**config.mk**
```make
export PLATFORM = sky130hd
export DESIGN_NAME = arb8_rr_ctrl
export DESIGN_NICKNAME = d
export VERILOG_FILES = /design/src/rtl/arb8_rr_ctrl_pkg.sv /design/src/rtl/arb8_rr_ctrl_prio_enc.sv /design/src/rtl/arb8_rr_ctrl.sv
export SDC_FILE = /design/constraint.sdc
export NUM_CORES = 1
export LEC_CHECK = 0
export CAP_MARGIN = 5
export CORE_MARGIN = 1.5
export CORE_UTILIZATION = 55
export CTS_CLUSTER_DIAMETER = 100
export DETAILED_ROUTE_END_ITERATION = 12
export PLACE_DENSITY = 0.77
export SYNTH_ARGS = -nofsm -noshare
export SYNTH_HDL_FRONTEND = slang
export SYNTH_SLANG_ARGS = --single-unit
```
**constraint.sdc**
```tcl
create_clock -name clk -period 5.85 [get_ports clk]
set_clock_uncertainty 0.15 [all_clocks]
set_input_delay 0.585 -clock clk [delete_from_list [all_inputs] [get_ports clk]]
set_output_delay 0.585 -clock clk [all_outputs]
set_load 0.05 [all_outputs]
```
**src/rtl/arb8_rr_ctrl_pkg.sv**
```systemverilog
// rtl/arb8_rr_ctrl_pkg.sv - shared constants and state encoding for the 8-way round-robin arbiter
package arb8_rr_ctrl_pkg;

   localparam int N_REQ = 8;
   localparam int IDX_W = 3;

   typedef enum logic {
      ST_IDLE = 1'b0,
      ST_BUSY = 1'b1
   } arb_state_t;

   function automatic logic [N_REQ-1:0] idx_to_onehot(input logic [IDX_W-1:0] idx);
      return 8'b1 << idx;
   endfunction

endpackage

```
**src/rtl/arb8_rr_ctrl_prio_enc.sv**
```systemverilog
// rtl/arb8_rr_ctrl_prio_enc.sv - first set bit of an 8-bit vector scanning upward from ptr, wrapping 7 -> 0
module rr_prio_enc8
   import arb8_rr_ctrl_pkg::*;
(
   input  logic [N_REQ-1:0] vector,
   input  logic [IDX_W-1:0] ptr,
   output logic [IDX_W-1:0] idx,
   output logic             any
);

   // Scan from the farthest offset down so the nearest set bit to ptr is written last.
   always_comb begin
      idx = ptr;
      any = 1'b0;
      for (int k = N_REQ - 1; k >= 0; k--) begin
         if (vector[ptr + 3'(k)]) begin
            idx = ptr + 3'(k);
            any = 1'b1;
         end
      end
   end

endmodule

```
**src/rtl/arb8_rr_ctrl.sv**
```systemverilog
// rtl/arb8_rr_ctrl.sv - 8-requester round-robin arbiter with done/drop release and MAX_HOLD revocation
module arb8_rr_ctrl
   import arb8_rr_ctrl_pkg::*;
#(
   parameter int MAX_HOLD = 16
)(
   input  logic             clk,
   input  logic             rst,
   input  logic [N_REQ-1:0] req,
   input  logic             done,
   output logic [N_REQ-1:0] grant,
   output logic [IDX_W-1:0] sel,
   output logic             gnt_valid,
   output logic             timeout
);

   localparam logic [7:0] HOLD_LAST = 8'(MAX_HOLD - 1);

   arb_state_t       r_state;
   logic [IDX_W-1:0] r_ptr;
   logic [7:0]       r_cnt;
   logic [N_REQ-1:0] r_grant;
   logic [IDX_W-1:0] r_sel;
   logic             r_valid;
   logic             r_timeout;

   logic [N_REQ-1:0] w_cand;
   logic [IDX_W-1:0] w_idx;
   logic             w_any;
   logic             w_at_limit;
   logic             w_release;
   logic             w_forced;

   // The current owner is never a candidate for its own successor.
   assign w_cand     = (r_state == ST_BUSY) ? (req & ~idx_to_onehot(r_sel)) : req;
   assign w_at_limit = (r_cnt == HOLD_LAST);
   assign w_release  = done || !req[r_sel] || w_at_limit;
   assign w_forced   = w_at_limit && !done && req[r_sel];

   rr_prio_enc8 u_prio_enc (
      .vector (w_cand),
      .ptr    (r_ptr),
      .idx    (w_idx),
      .any    (w_any)
   );

   always_ff @(posedge clk) begin
      if (rst) begin
         r_state   <= ST_IDLE;
         r_ptr     <= '0;
         r_cnt     <= '0;
         r_grant   <= '0;
         r_sel     <= '0;
         r_valid   <= 1'b0;
         r_timeout <= 1'b0;
      end else begin
         r_timeout <= 1'b0;
         if (r_state == ST_IDLE || w_release) begin
            if (r_state == ST_BUSY) begin
               r_timeout <= w_forced;
            end
            if (w_any) begin
               r_state <= ST_BUSY;
               r_sel   <= w_idx;
               r_grant <= idx_to_onehot(w_idx);
               r_valid <= 1'b1;
               r_ptr   <= w_idx + 3'd1;
               r_cnt   <= '0;
            end else begin
               // sel keeps the last owner while idle
               r_state <= ST_IDLE;
               r_grant <= '0;
               r_valid <= 1'b0;
            end
         end else if (r_cnt != HOLD_LAST) begin
            r_cnt <= r_cnt + 8'd1;
         end
      end
   end

   assign grant     = r_grant;
   assign sel       = r_sel;
   assign gnt_valid = r_valid;
   assign timeout   = r_timeout;

endmodule

```
## After elaboration in Yosys (flattened, before gate mapping)

Index checks and enable logic that the tools add are counted.

| storage, ports and cells | value |
|---|---|
| bits in registers | 24 |
| bits of input ports | 11 |
| output and inout port bits | 13 |
| word-level logic and storage cells | 84 |

| operators by class | value |
|---|---|
| add/sub/neg operators | 9 |
| order comparisons | 9 |
| equality and inequality tests | 3 |
| shift-type cells | 2 |
| muxes and demuxes | 40 |
| bitwise operators | 4 |
| reduce and logical (&&, ||, !) cells | 11 |

Operator list:

| cell | number |
|---|---|
| $mux W8 | 5 |
| $lt A3 B4 Y1 const B | 9 |
| $bmux W1 S3 | 9 |
| $mux W3 | 8 |
| $mux W1 | 18 |
| $shl A1 B3 Y8 const A | 2 |
| $add A3 B3 Y3 const B | 4 |
| $add A8 B1 Y8 const B | 1 |
| $and A8 B8 Y8 | 1 |
| $eq A8 B4 Y1 const B | 1 |
| $ne A8 B4 Y1 const B | 1 |
| $not A8 Y8 | 1 |
| $add A3 B1 Y3 const B | 2 |
| $add A3 B2 Y3 const B | 2 |
| $reduce_and A2 Y1 | 2 |
| $logic_or A1 B1 Y1 | 3 |
| $reduce_or A3 Y1 | 1 |
| $logic_and A1 B1 Y1 | 2 |
| $logic_not A1 Y1 | 2 |
| $ne A2 B1 Y1 const B | 1 |
| $not A1 Y1 | 2 |
| $reduce_bool A2 Y1 | 1 |

## Logic depth before layout (Yosys ltp)

| logic depth | value |
|---|---|
| depth in word-level cells | 16 |
| gate-level depth with buffers | 17 |

## Modules after synthesis

Synthesis repeated with hierarchy kept, for this count alone.

| second synthesis, totals | value |
|---|---|
| cell total of the unflattened synthesis | 263 |
| area total of the unflattened synthesis | 2264.7 um2 |

Modules (own cells, without submodules):

| module | instances | cells each | area each (um2) | seq. area each (um2) |
|---|---|---|---|---|
| arb8_rr_ctrl | 1 | 161 | 1373.8 | 480.5 |
| rr_prio_enc8 | 1 | 102 | 890.9 | 0.0 |

## Worst setup path before layout

No wires, ideal clock.

| timing | value |
|---|---|
| path kind | flip-flop to flip-flop |
| from | reg r_ptr[0] |
| to | reg r_ptr[2] |
| data arrival time | 3.845 ns |
| data required time | 5.572 ns |
| slack | 1.727 ns |
| cell stages (with the launch flop) | 18 |
| buffers on the path | 3 |
| cells stage by stage | dfxtp_1 clkbuf_1 inv_1 ha_1 buf_2 clkbuf_1 nand2_1 o22a_1 mux4_2 nand2b_1 a211oi_1 a211o_1 xnor2_1 inv_1 ha_1 ha_1 a21oi_1 nor2_1 |

| on the way | value |
|---|---|
| longest elaborated chain between the ends | 12 |

Ends and longest elaborated chain:

| item | RTL line | source |
|---|---|---|
| start: declaration | arb8_rr_ctrl.sv:20 | `logic [IDX_W-1:0] r_ptr;` |
| start signal: assignment | arb8_rr_ctrl.sv:67 | `r_ptr <= w_idx + 3'd1;` |
| $add A3 B3 Y3 | arb8_rr_ctrl_prio_enc.sv:16, arb8_rr_ctrl_prio_enc.sv:17 |  |
| $bmux W1 S3 | arb8_rr_ctrl_prio_enc.sv:16 | `if (vector[ptr + 3'(k)]) begin` |
| $mux W1 (implied by the code) | arb8_rr_ctrl_prio_enc.sv:16 |  |
| $mux W3 (7 in series) | arb8_rr_ctrl_prio_enc.sv:16 |  |
| $mux W3 * | arb8_rr_ctrl_prio_enc.sv:16 |  |
| via u_prio_enc.idx[0] | arb8_rr_ctrl_prio_enc.sv:7 | `output logic [IDX_W-1:0] idx,` |
| $add A3 B1 Y3 * | arb8_rr_ctrl.sv:67 |  |

The timed path passes the listed nets; every way through them passes the cells marked *. The select of a mux whose other input is x is not followed.
A chain may end at the register's enable or synchronous reset.

## Final worst setup path

| timing | value |
|---|---|
| from | reg r_ptr[1] |
| to | reg r_ptr[2] |

Same word-level chain as after synthesis.

==> out/metrics.cfg <==
[status]
status=completed

[sta]
tns_ns=0
fin_crit_ns=4.49
fin_crit_sh_pct=76.8
relSlewSlack_pct=47.5
finalSetupViolCount=0
hold_viol_final=0
holdWs_ns=0.332
tightest_slew_ns=0.785
rsz0062_at_grt=no
timing.final.max_slew_violations=0
max_freq_ghz=0.222

[synth]
yosysSeqAreaShare_pct=20.1
postSynthCellCount=278
synth_commonest_cells=24 x dfxtp_1, 23 x nand2_1, 15 x nor2_1
synth_nets=297
netlist_area_sq_um=2390
synth_top_area_share_pct=20.1
synth_cell_types=66
synthTopCellsByArea=dfxtp_1 20%, mux4_2 6.6%, ha_1 4.2%
yosysWarnings=0
async_flop_share_pct=0
synth-main-ff-cell=dfxtp_1
synth_top_cell_by_area=dfxtp_1
yosysMostFrequentCell=dfxtp_1
synth_edf_count=0
avgSynthCellArea_sq_um=8.60
ys_ff_latch=24

[worst_hold_path]
hp-start=grant[7]
worstHoldEndpoint=grant[7]
worst_hold_path_type=flip-flop to flip-flop
holdPathStages=2

[die]
rows=23
die-area_sq_um=4750
core_sq_um=4090
boundaryPins=24
die_w_um=68.9
initial_core_util_pct=58.5
fp.dieH_um=68.9

[critical_path]
worst-setup-path-type=flip-flop to flip-flop
r2r_slack_ns=1.36
cp_max_fo=22
cp_cell_sequence=buf_4, inv_1, ha_1, mux2i_1, nor3_1, o32ai_2, mux2i_1, or2_0, a211oi_1, o31a_1, inv_1, ha_1, ha_1, a21oi_1, nor2_1
crit_required_ns=5.83
worst_path_largest_cell_delay_ns=0.71
worstReg2RegStart=r_ptr[1]
reg2reg_depth=15
cpMaxStageDelayCell=ha_1
cp_common_cell=ha_1
arrival_ns=4.48
reg2reg_to=r_ptr[2]
end_kind=flip-flop
start_kind=flip-flop

[placement]
placed_area_sq_um=2610
gp_congestion=0.918
portBuffers=23
hpwl_mm=4.50

[pwr]
vdd_drop_max_mv=0.423
power_density_nw_per_um2=597
power_leakage_nw=0.975

[cells_and_area]
area_growth_pct=12.3
fin_nets=308
regArea_sq_um=480
fillers=353
multi_input_area_sq_um=1780
n_antenna_cell=0
final_area_sq_um=2690
drive_gt1_share_pct=9.38

[cts]
cts-root-buf=clkbuf_8
cts.path.max_buffers=2
cts_resized=0
htreeDepth=1
postCtsSetupBuffers=0
numCtsBuffers=3
postCtsHoldBufs=0
clk_pin_slew_ns=0.08
clkSinkCount=24
clkLatencyLatePin_ns=0.26
cts_tree=done

[drt]
wire_per_inst_um=18.7
drtPass1Iterations=4
drt-total-wl_mm=6.30
drc=0
vias=2358
antenna_left=0
viasPerCell=6.98
drt_iter0_drc=297

[global_routing]
grt_antenna_before_repair=0
grtUsageTotal_pct=27.8
grt_pass1_vias=2130
grt-ovfl-total=0
grt_max_degree=23
grt_pass1_wl_mm=10.1

[flow_run]
drv_cap=0

==> critical path: cells and delay by family (launching register included) <==
family | cells | cell delay, ns
adder cells (fa/ha/maj) | 3 | 1.23
AO/OA/AOI/OAI | 4 | 1.12
flip-flops | 1 | 0.31
multiplexers | 2 | 0.64
buffers and inverters | 3 | 0.47
AND/OR/NAND/NOR | 3 | 0.43
==> per-layer routing <==
| metal | vias up | track usage, % | wire [um] |
|---|---|---|---|
| met5 | - | 0 | 0 |
| li1 | 1119 | - | - |
| met4 | 0 | 11.8 | 199 |
| met3 | 20 | 3.73 | 403 |
| met2 | 107 | 47.5 | 2970 |
| met1 | 1112 | 35.0 | 2730 |
==> state kept, by name, summed over array words and instances (netlist names) <==
name	cells
gnt_valid	1
grant	8
r_cnt	8
r_ptr	3
sel	3
timeout	1
==> through the flow <==
stage / instances / power (mW) / setup slack, ns / utilization [%]
floorplan: 278 / 1.18 / 1.73 / -
global placement: 334 / 1.41 / 1.65 / 64.0
detailed placement: 334 / 1.43 / 1.47 / 64.0
CTS: 338 / 1.59 / 1.42 / 65.7
global route: 338 / 1.72 / 1.07 / 65.7
finish: 338 / 1.60 / 1.36 / 65.7
==> worst max-delay path by stage <==
stage,from,end,cells past startpoint
finish,r_ptr[1],r_ptr[2],15
global route,r_ptr[1],r_ptr[2],15
CTS,r_ptr[1],r_ptr[2],15
detailed placement,r_ptr[1],r_ptr[2],15
global placement,r_ptr[1],r_ptr[2],15
floorplan,r_ptr[0],r_ptr[2],17
==> power by group <==
| group | switching [mW] | internal, mW |
|---|---|---|
| combinational | 0.697 | 0.504 |
| sequential | 0.0599 | 0.197 |
| clock | 0.0521 | 0.0914 |
==> final cells by class <==
class	count	share of cell area, %
multi-input combinational	223	66.3
inverter	12	1.68
tap	50	2.33
clock inverter	1	1.12
clock buffer	3	1.54
sequential	24	17.9
timing repair buffer	25	9.13
==> layout by cell type, fill, tap and decap left out, drive strengths merged, types with 4 or more instances in the layout <==
cell type / Yosys / final
mux2: 4 / 4
a21oi: 12 / 12
nand2b: 13 / 13
mux4: 7 / 7
clkdlybuf4s50: 0 / 23
and3: 4 / 4
a211o: 4 / 4
o22a: 6 / 6
o211ai: 4 / 4
o22ai: 6 / 6
o221ai: 10 / 10
o21ai: 8 / 8
a221oi: 4 / 4
a32o: 6 / 6
mux2i: 7 / 7
a211oi: 7 / 7
ha: 8 / 8
nand2: 25 / 25
a311oi: 4 / 4
dfxtp: 24 / 24
and2: 4 / 4
nor2: 15 / 15
o32ai: 4 / 4
nand3: 6 / 6
inv: 11 / 11
==> cells by family (layout without fill, tap and decap cells) <==
| group | after synthesis | in the layout | synth area share [%] |
|---|---|---|---|
| xor gates and xnor gates | 5 | 5 | 1.83 |
| buffers and inverters | 31 | 41 | 5.44 |
| AOI/OAI and AO/OA | 97 | 97 | 33.4 |
| muxes | 18 | 18 | 11.4 |
| and+or+nand+nor | 95 | 95 | 23.6 |
| DFF | 24 | 24 | 20.1 |
| adders and majority gates | 8 | 8 | 4.19 |
Power figures use the tool's default switching activity.
